--- src/rtl/uart_bus_arbiter.sv ---
// Round-robin arbiter and access sequencer for the UART register bus.
// Each granted request becomes one registered bus cycle: ACCESS, an optional
// read wait of READ_WAIT cycles, then DONE with a one-cycle ack to its owner.
module uart_bus_arbiter #(
    parameter int NREQ      = 2,
    parameter int READ_WAIT = 0
) (
    input  logic              clk,
    input  logic              arst,
    input  logic [NREQ-1:0]   req,
    input  logic [NREQ-1:0]   req_we,
    input  logic [2*NREQ-1:0] req_adr,
    input  logic [8*NREQ-1:0] req_wdat,
    output logic [NREQ-1:0]   ack,
    output logic [7:0]        rdat,
    output logic              busy,
    output logic              uart_we,
    output logic              uart_ce,
    output logic [1:0]        uart_adr,
    output logic [7:0]        uart_dat_o,
    output logic              uart_dat_oe,
    input  logic [7:0]        uart_dat_i
);

    localparam int IW = (NREQ > 1) ? $clog2(NREQ) : 1;

    typedef enum logic [1:0] {S_IDLE, S_ACCESS, S_WAIT, S_DONE} state_t;

    state_t          r_state, w_next;
    logic [IW-1:0]   r_grant, r_last, w_win, w_idx;
    logic            w_any;
    logic            r_we;
    logic [1:0]      r_adr;
    logic [7:0]      r_wdat;
    logic [2:0]      r_wcnt;

    logic            w_sel_we;
    logic [1:0]      w_sel_adr;
    logic [7:0]      w_sel_wdat;
    logic            w_ce_n;
    logic            w_cap;
    logic [NREQ-1:0] w_ack_n;

    assign busy = (r_state != S_IDLE);

    // Round-robin winner: first set req bit searching upward from last_grant+1
    always_comb begin
        w_win = '0;
        w_any = 1'b0;
        w_idx = '0;
        for (int k = 1; k <= NREQ; k++) begin
            w_idx = IW'((int'(r_last) + k) % NREQ);
            if (!w_any && req[w_idx]) begin
                w_any = 1'b1;
                w_win = w_idx;
            end
        end
    end

    // Next state, plus next values of the registered bus outputs
    always_comb begin
        w_next = r_state;
        case (r_state)
            S_IDLE:   if (w_any) w_next = S_ACCESS;
            S_ACCESS: w_next = (!r_we && READ_WAIT > 0) ? S_WAIT : S_DONE;
            S_WAIT:   if (r_wcnt == 3'd0) w_next = S_DONE;
            default:  w_next = S_IDLE;
        endcase

        // In IDLE the request is latched on the same edge that enters ACCESS,
        // so the bus outputs must be built from the winner's live inputs.
        if (r_state == S_IDLE) begin
            w_sel_we   = req_we[w_win];
            w_sel_adr  = req_adr[{w_win, 1'b0} +: 2];
            w_sel_wdat = req_wdat[{w_win, 3'b000} +: 8];
        end else begin
            w_sel_we   = r_we;
            w_sel_adr  = r_adr;
            w_sel_wdat = r_wdat;
        end

        w_ce_n  = (w_next == S_ACCESS) || (w_next == S_WAIT);
        w_ack_n = (w_next == S_DONE) ? ({{(NREQ-1){1'b0}}, 1'b1} << r_grant) : '0;
        w_cap   = !r_we && (w_next == S_DONE) &&
                  ((r_state == S_ACCESS) || (r_state == S_WAIT));
    end

    // State register
    always_ff @(posedge clk) begin
        if (arst) r_state <= S_IDLE;
        else      r_state <= w_next;
    end

    // Request latch, grant history, wait counter and registered outputs
    always_ff @(posedge clk) begin
        if (arst) begin
            r_grant     <= '0;
            r_last      <= IW'(NREQ - 1);
            r_we        <= 1'b0;
            r_adr       <= '0;
            r_wdat      <= '0;
            r_wcnt      <= '0;
            ack         <= '0;
            rdat        <= '0;
            uart_we     <= 1'b0;
            uart_ce     <= 1'b0;
            uart_adr    <= '0;
            uart_dat_o  <= '0;
            uart_dat_oe <= 1'b0;
        end else begin
            if (r_state == S_IDLE && w_any) begin
                r_grant <= w_win;
                r_we    <= w_sel_we;
                r_adr   <= w_sel_adr;
                r_wdat  <= w_sel_wdat;
            end
            if (r_state == S_DONE) r_last <= r_grant;

            if (r_state == S_ACCESS)
                r_wcnt <= 3'(READ_WAIT - 1);
            else if (r_state == S_WAIT && r_wcnt != 3'd0)
                r_wcnt <= r_wcnt - 3'd1;

            if (w_cap) rdat <= uart_dat_i;

            ack         <= w_ack_n;
            uart_ce     <= w_ce_n;
            uart_we     <= w_ce_n && w_sel_we;
            uart_dat_oe <= w_ce_n && w_sel_we;
            uart_adr    <= w_ce_n ? w_sel_adr : 2'b00;
            uart_dat_o  <= (w_ce_n && w_sel_we) ? w_sel_wdat : 8'h00;
        end
    end

endmodule
--- config.mk ---
export PLATFORM = sky130hd
export DESIGN_NAME = uart_bus_arbiter
export DESIGN_NICKNAME = d
export VERILOG_FILES = /design/src/rtl/uart_bus_arbiter.sv
export SDC_FILE = /design/constraint.sdc
export NUM_CORES = 1
export LEC_CHECK = 0
export ABC_AREA = 1
export BUFFER_PORTS_ARGS = -buffer_cell sky130_fd_sc_hd__buf_4
export CAP_MARGIN = 5
export CORE_MARGIN = 3
export CORE_UTILIZATION = 45
export DETAILED_ROUTE_END_ITERATION = 8
export GPL_TIMING_DRIVEN = 0
export PLACE_DENSITY = 0.81
export SETUP_SLACK_MARGIN = 0.15
export SYNTH_ARGS = -nofsm -noshare
export SYNTH_HDL_FRONTEND = slang
export SYNTH_SLANG_ARGS = --single-unit
export TNS_END_PERCENT = 30
--- constraint.sdc ---
create_clock -name clk -period 1.89 [get_ports clk]
set_clock_uncertainty 0.1 [all_clocks]
set_input_delay 0.189 -clock clk [delete_from_list [all_inputs] [get_ports clk]]
set_output_delay 0.189 -clock clk [all_outputs]
set_load 0.01 [all_outputs]
==> reports/metrics.csv, run 1 <==
metric;value;unit
gp_congestion;0.8285;
synth_area;1794;um2
vias;1873;
hp-start;uart_dat_i[2];
clockBufferDepth;2;
slew_headroom;62.80;%
critPathRequiredTime;2020;ps
rr_worst_depth;13;
grt_pass1_vias;1720;
yosysSeqAreaShare;44.63;%
combPwrFrac;57.8;%
holdWs;42.48;ps
drive_gt1_share;40.72;%
n_antenna_cell;0;
port_buffers;56;
wl;4609;um
end_kind;flip-flop;
h-tree-depth;2;
tritoncts;built;
yosys-top-cells-area;dfxtp_1 45%, nand2_1 10%, inv_1 9.0%;
numCtsBuffers;5;
die_w;69.15;um
areaGrowthSynthToFinish;51.67;%
grt_overflow;0;
rrSetupSlack;40;ps
firstDrtPassIters;4;
synthCells;251;
yosysTopAreaCell;dfxtp_1;
syn_avg_cell_area;7.148;um2
status;complete, no violations;
critical_path_arrival;1980;ps
r2r-start;r_wcnt[0];
fin_crit;1847;ps
rows;22;
pwr_density_cell;1778;nW/um2
die-area;4781;um2
dp_hpwl;2965;um
drc_errors;0;
start_kind;flip-flop;
via_per_inst;4.903;
fin_crit_sh;97.72;%
crit_type;flip-flop to flip-flop;
antenna_found_initial;0;
die_h;69.15;um
switching_power;1.948;mW
grt_usage;19.81;%
fmax;541.5;MHz
r2r-end;uart_dat_o[5];
final_antenna_net_count;0;
yosys_register_bits;40;
finalHoldViolCount;0;
initial_core_util;47.93;%
worst_pin_slew;557.9;ps
synth.top_cell.area_share;44.63;%
whs_path_depth;3;
drv_cap;0;
cts.sinks;40;
slew_viol_final;0;
worstHoldEndpoint;rdat[2];
clock_latency;290;ps
yosys_warnings;0;
grt_start_max_net_pins;13;
boundaryPins;58;
routedWlPerCell;12.07;um
synth.net_count;293;
p_sw_share;40.27;%
min_path_type;input port to flip-flop;
p_total;4.837;mW
pwr-share-seq;28.3;%
drt_iter0_drc;114;
grt_first_pass_wirelength;7583;um
core;3744;um2
ctsRootBufferMaster;clkbuf_8;
grt_setup_unrepaired;true;
cp_max_fo;4;
final_cell_mix;75 x buf_4, 45 x nand2_1, 38 x inv_1, 36 x dfxtp_1, 23 x nand3_1;
ir_drop;1113;uV
path_clk_slew;80;ps
layout_commonest_cell;buf_4;
nets;375;
p_clk_share;13.9;%
p_leak;1.400;nW
finalSetupViolations;0;
internal_power;2.889;mW
yosysUniqueCellTypes;19;
[worst max path at each step]
stage,slack (ps),to,cells after the start,from
5_1_grt,-70,uart_dat_o[5],13,r_wcnt[0]
3_5_place_dp,-80,uart_dat_o[1],13,r_state[0]
2_1_floorplan,150,uart_dat_o[0],13,r_state[0]
4_1_cts,90,uart_dat_o[3],11,r_state[1]
6_report,40,uart_dat_o[5],13,r_wcnt[0]
3_3_place_gp,-40,uart_dat_o[2],13,r_state[0]
[flip-flops by register name, indices dropped and copies added (netlist names), 2 cells and up]
signal / count
r_state: 2
rdat: 8
r_wcnt: 3
r_adr: 2
uart_dat_o: 8
r_wdat: 8
uart_adr: 2
ack: 2
[worst max-delay path, stage by stage (launching register included)]
cell     delay [ps]
dfxtp_2         340
inv_2            40
ha_2            170
nand2_2          60
nand2_1          60
nand2_1          80
nand3_2          80
nand2_2          70
inv_2            50
ha_4            270
nand2_4          50
a21oi_4         180
nand2_2         120
nor2_1          110
[layout make-up]
class	count	area [um2]
fill	306	1022
multi-input combinational	156	929.6
sequential	40	808.3
timing repair buffer	74	558.0
inverter	45	186.4
clock buffer	6	72.57
buffer	11	71.32
tap	48	60.06
clock inverter	2	35.03
[logic make-up (layout without fill, tap and decap cells)]
logic type / count (synthesis) / in the layout / synth area share [%]
AOI/OAI and AO/OA: 40 / 40 / 11.16
adders and majority gates: 8 / 8 / 5.579
buffers and inverters: 56 / 138 / 13.25
DFF: 40 / 40 / 44.63
and+or+nand+nor: 107 / 108 / 25.38
[cell usage after synthesis]
cell type and count:
a21oi_1 20, and3_1 1, buf_1 1, buf_2 7, buf_4 1, buf_6 2, dfxtp_1 40, ha_1 8
inv_1 43, inv_2 2, nand2_1 48, nand2_2 1, nand3_1 25, nand3b_1 2, nand4_1 1, nor2_1 28
nor2_4 1, o21ai_0 11, o21ai_1 9
[through the flow]
| step | setup slack [ps] | setup TNS [ps] | cell area [um2] | cells | util, % |
|---|---|---|---|---|---|
| final | 43.17 | 0 | 2721 | 382 | 72.69 |
| after global routing | -69.98 | -414.7 | 2721 | 382 | 72.69 |
| after CTS | 88.73 | 0 | 2600 | 380 | 69.45 |
| after detailed placement | -77.48 | -825.9 | 2303 | 355 | 61.53 |
| after global placement | -43.88 | -252.5 | 2303 | 355 | 61.53 |
| after floorplan | 150.3 | 0 | 1823 | 251 | - |
[power by group through the flow]
stage          Sequential [mW]  Combinational, mW  Clock, mW
2_1_floorplan             1.41               1.20          0
6_report                  1.37               2.80      0.674
3_5_place_dp              1.35               1.91          0
3_3_place_gp              1.34               1.86          0
4_1_cts                   1.33               2.50      0.688
5_1_grt                   1.41               3.09      0.721
[layer usage]
metal | vias up | part of all wire [%] | GRT usage, % | routed length (um)
met3 | 9 | 7.2 | 5.539 | 332
met5 | - | 0 | 0 | 0
met1 | 847 | 42 | 25.16 | 1939
li1 | 945 | - | - | -
met2 | 72 | 49 | 31.78 | 2253
met4 | 0 | 1.8 | 7.592 | 83
[repair_timing]
item                       4_1_cts  5_1_grt
pin swaps                       16       23
gates cloned                     1        0
buffers inserted                15        2
hold endpoints to repair         6        0
gates resized for setup         17       41
setup endpoints to repair       17       23
hold buffers                     1        0
Power figures use the tool's default switching activity.
==> inputs of run 2 (changes only) <==
- CORE_UTILIZATION: 45 -> 39
- PLACE_DENSITY: 0.81 -> 0.72
==> reports/metrics.csv, run 2 (synthesis results as in run 1) <==
metric;value;unit
nets;369;
slew_headroom;75.51;%
cts.sinks;40;
numCtsBuffers;5;
final_cell_mix;68 x buf_4, 45 x nand2_1, 38 x inv_1, 36 x dfxtp_1;
via_per_inst;4.608;
grt_overflow;0;
fin_crit_sh;99.02;%
n_antenna_cell;0;
finalHoldViolCount;0;
r2r-start;r_wcnt[0];
final_antenna_net_count;0;
gp_congestion;0.8119;
critPathRequiredTime;2030;ps
critical_path.startpoint;r_wcnt[0];
worst_pin_slew;367.3;ps
die_h;73.83;um
finalInstanceArea;2608;um2
placed_cells_incl_taps;359;
cp_max_fo;5;
drv_cap;0;
clockBufferDepth;2;
min_path_type;input port to flip-flop;
ctsRootBufferMaster;clkbuf_8;
fill_cells;410;
finalSetupViolations;0;
internal_power;2.671;mW
reg.largest.list;r_wdat (8), rdat (8), uart_dat_o (8);
die_w;73.83;um
layout_commonest_cell;buf_4;
status;complete, no violations;
drive_gt1_share;34.45;%
rows;24;
grt_usage;17.02;%
initial_core_util;40.92;%
antenna_found_initial;0;
layout.cells.non_filler;380;
wl;4491;um
drc_errors;0;
vias;1751;
multi_input_area;873.3;um2
switching_power;1.844;mW
tritoncts;built;
clock_latency;290;ps
p_sw_share;40.83;%
port_buffers;56;
p_leak;1.344;nW
dpl_cell_area;2308;um2
pwr-share-seq;29.8;%
crit_type;flip-flop to flip-flop;
combPwrFrac;57.3;%
boundaryPins;58;
end_kind;flip-flop;
grt_setup_unrepaired;true;
start_kind;flip-flop;
h-tree-depth;2;
fmax;534.3;MHz
grt_pass1_vias;1563;
core;4384;um2
pwr_density_cell;1732;nW/um2
dp_hpwl;3048;um
ir_drop;758.4;uV
path_clk_slew;80;ps
slew_viol_final;0;
routedWlPerCell;11.82;um
register_area;808.3;um2
areaGrowthSynthToFinish;45.33;%
fin_crit;1872;ps
drt_iter0_drc;166;
die-area;5450;um2
hp-start;uart_dat_i[2];
firstDrtPassIters;4;
p_clk_share;12.9;%
grt_first_pass_wirelength;6989;um
grt_start_max_net_pins;12;
critical_path_arrival;2010;ps
run 2: changes by cell type in the layout (fill, tap and decap cells not counted), sizes merged:
cell / change
clkbuf: +2
buf: -6
bufinv: -1
clkinv: -1
run 2: path summary, 6_finish.rpt:
check / end / slack (ps) / cells after the start
worst min register to register: r_wcnt[1] / 360 / 2
worst max register to register: uart_dat_o[7] / 20 / 13
worst min-delay path: rdat[2] / 40 / 3
worst max-delay path: uart_dat_o[7] / 20 / 13
run 2: stage by stage:
step           hold WS, ps  util [%]  setup TNS, ps  setup slack (ps)  power [mW]
4_1_cts              41.51     58.39              0             35.71       4.372
2_1_floorplan        253.5         -              0             150.3       2.615
3_5_place_dp         293.4     52.65          -1112            -122.3       3.265
6_report             37.93     59.47              0             18.46       4.515
5_1_grt              46.64     59.47         -507.6            -83.59       4.836
3_3_place_gp         289.3     52.65         -378.4            -102.8       3.206
run 2: power by group through the flow:
stage / Combinational [mW] / Clock (mW) / Sequential (mW)
after floorplan: 1.20 / 0 / 1.41
after global placement: 1.86 / 0 / 1.34
after detailed placement: 1.91 / 0 / 1.36
after CTS: 2.44 / 0.592 / 1.34
after global routing: 2.83 / 0.622 / 1.38
final: 2.59 / 0.582 / 1.34
run 2: timing repair:
item | CTS | global route
cloned | 1 | 0
endpoints found under the hold margin | 6 | 0
setup endpoints to repair | 18 | 22
resized for setup | 16 | 19
setup buffers | 11 | 0
pin swaps | 16 | 10
hold buffers | 1 | 0
run 2: layer usage:
| metal | global-route usage, % | vias to the layer above | share of wire [%] |
|---|---|---|---|
| met3 | 3.694 | 6 | 6.4 |
| met4 | 6.841 | 0 | 1.4 |
| met2 | 27.26 | 57 | 49 |
| met5 | 0 | - | 0 |
| met1 | 22.09 | 758 | 43 |
| li1 | - | 930 | - |
run 2: cell type report:
type	count	share of cell area, %
inverters	45	6.862
multi-input cells	156	33.49
well taps	52	2.495
flip-flops and latches	40	31.00
repair buffers	68	19.67
clock buffers	8	3.455
plain buffers	11	3.023
run 2: worst max-delay path, cell delays in order, from the launching register on:
cell	delay, ps
dfxtp_2	330
inv_2	40
ha_1	180
nand2_1	80
nand2_1	70
nand2_2	80
nand3_2	70
nand2_2	80
inv_2	50
ha_4	260
nand2_4	50
a21oi_4	190
nand2_4	120
nor2_1	120
==> inputs of run 3 (changes only) <==
- clock period: 1.89 -> 1.5 ns (I/O delays scaled with it)
==> reports/metrics.csv, run 3 (synthesis results as in run 1) <==
metric;value;unit
status;finished with violations;
violations;negative setup slack;
grt_pass1_vias;1579;
finalSetupViolations;24;
dp_hpwl;3048;um
placed_cells_incl_taps;359;
layout_commonest_cell;buf_4;
end_kind;flip-flop;
path_delay_family;adder cells;
p_clk_share;14.1;%
switching_power;2.423;mW
firstDrtPassIters;4;
internal_power;3.562;mW
slew_headroom;67.39;%
whs_path_depth;3;
via_per_inst;4.726;
min_path_type;input port to flip-flop;
h-tree-depth;2;
fin_crit;1794;ps
rrSetupSlack;-290;ps
start_kind;flip-flop;
drc_errors;0;
crit_buf_inv;4;
pwr-share-seq;28.6;%
n_antenna_cell;0;
gp_congestion;0.8419;
cp_max_fo;4;
critPathRequiredTime;1630;ps
grt_setup_unrepaired;true;
path_clk_slew;80;ps
ctsRootBufferMaster;clkbuf_8;
critical_path_arrival;1920;ps
drive_gt1_share;39.27;%
fill_cells;395;
grt_start_max_net_pins;13;
vias;1810;
combPwrFrac;57.3;%
fin_crit_sh;119.6;%
cts.sinks;40;
routedWlPerCell;12.07;um
antenna_found_initial;0;
pwr_density_cell;2197;nW/um2
numCtsBuffers;5;
grt_overflow;0;
critical_path.slowest_cell;dfxtp_4;
rr_worst_depth;13;
tritoncts;built;
layout.cells.non_filler;383;
pre_cts_slack;-337.1;ps
die_w;73.83;um
port_buffers;56;
final_antenna_net_count;0;
die-area;5450;um2
holdWs;0.6963;ps
areaGrowthSynthToFinish;51.81;%
finalHoldViolCount;0;
p_leak;1.373;nW
clockBufferDepth;2;
initial_core_util;40.92;%
crit_type;flip-flop to flip-flop;
grt_first_pass_wirelength;6982;um
worst_pin_slew;489.1;ps
ir_drop;1233;uV
core;4384;um2
r2r-end;uart_dat_o[4];
die_h;73.83;um
clock_latency;290;ps
fmax;557.4;MHz
p_sw_share;40.49;%
nets;372;
hp-start;uart_dat_i[0];
r2r-start;r_state[0];
rows;24;
drt_iter0_drc;119;
grt_usage;16.63;%
boundaryPins;58;
drv_cap;0;
wl;4621;um
final_core_utilization;62.13;%
reg.largest.list;r_wdat (8), rdat (8), uart_dat_o (8);
cpPeakStageDelay;390;ps
p_total;5.985;mW
slew_viol_final;0;
worst_slack;-294.1;ps
worstHoldEndpoint;rdat[0];
final_cell_mix;69 x buf_4, 44 x nand2_1, 37 x inv_1, 36 x dfxtp_1, 23 x nand3_1;
crit_chain;inv_4 -> ha_4 -> inv_4 -> nor2_4 -> inv_2 -> nand3_2 -> nand2_2 -> inv_2 -> ha_4 -> nand2_4 -> a21oi_4 -> nand2_2 -> nor2_1;
## run 3: changes by cell type in the layout (fill, tap and decap cells not counted), sizes merged
| cell | delta |
|---|---|
| dlygate4sd3 | +2 |
| clkbuf | -2 |
| nand3 | +1 |
| bufinv | +1 |
| inv | +1 |
## run 3: power groups by stage
| stage | logic [mW] | registers, mW | clock network, mW |
|---|---|---|---|
| CTS | 3.04 | 1.68 | 0.858 |
| floorplan | 1.73 | 1.79 | 0 |
| global route | 3.75 | 1.76 | 0.904 |
| global placement | 2.58 | 1.70 | 0 |
| detailed placement | 2.64 | 1.71 | 0 |
| finish | 3.43 | 1.71 | 0.845 |
## run 3: repair_timing
item / 4_1_cts / 5_1_grt
resized for setup: 13 / 27
hold buffers: 3 / 0
buffers inserted: 7 / 4
hold endpoints to repair: 7 / 0
cloned: 1 / 1
endpoints found under the setup margin: 25 / 36
pin swaps: 17 / 12
## run 3: area by class of cell
type	count	area [um2]	share of cell area, %
Multi-Input combinational cell	157	938.4	34.45
Clock buffer	6	72.57	2.664
Inverter	45	178.9	6.569
Timing Repair Buffer	70	536.8	19.71
Sequential cell	40	808.3	29.67
Clock inverter	2	35.03	1.286
Buffer	11	88.84	3.261
Tap cell	52	65.06	2.389
## run 3: worst max path at each step
stage,from,endpoint,slack (ps),cells past startpoint
floorplan,r_state[0],uart_dat_o[0],-180,13
global placement,r_state[0],uart_dat_o[5],-320,13
detailed placement,r_state[0],uart_dat_o[3],-340,13
CTS,r_state[0],uart_dat_o[0],-310,13
global route,r_wcnt[0],uart_dat_o[0],-410,13
finish,r_state[0],uart_dat_o[4],-290,13
## run 3: worst reg2reg max path: cells and delay by family, from the launching register on
kind                     cells  cell delay [ps]
AO/OA/AOI/OAI                1              160
adder cells (fa/ha/maj)      2              440
flip-flops                   1              390
AND/OR/NAND/NOR              6              430
buffers and inverters        4              210
## run 3: layer usage
metal	share of wire [%]	GRT usage, %
met1	43	21.70
met2	50	26.77
met3	5.6	4.104
met4	1.2	5.433
met5	0	0
## run 3: through the flow
stage          TNS (ps)  area (um2)
2_1_floorplan     -2304        1867
3_3_place_gp      -4842        2352
3_5_place_dp      -5101        2352
4_1_cts           -4590        2596
5_1_grt           -6972        2724
6_report          -4470        2724
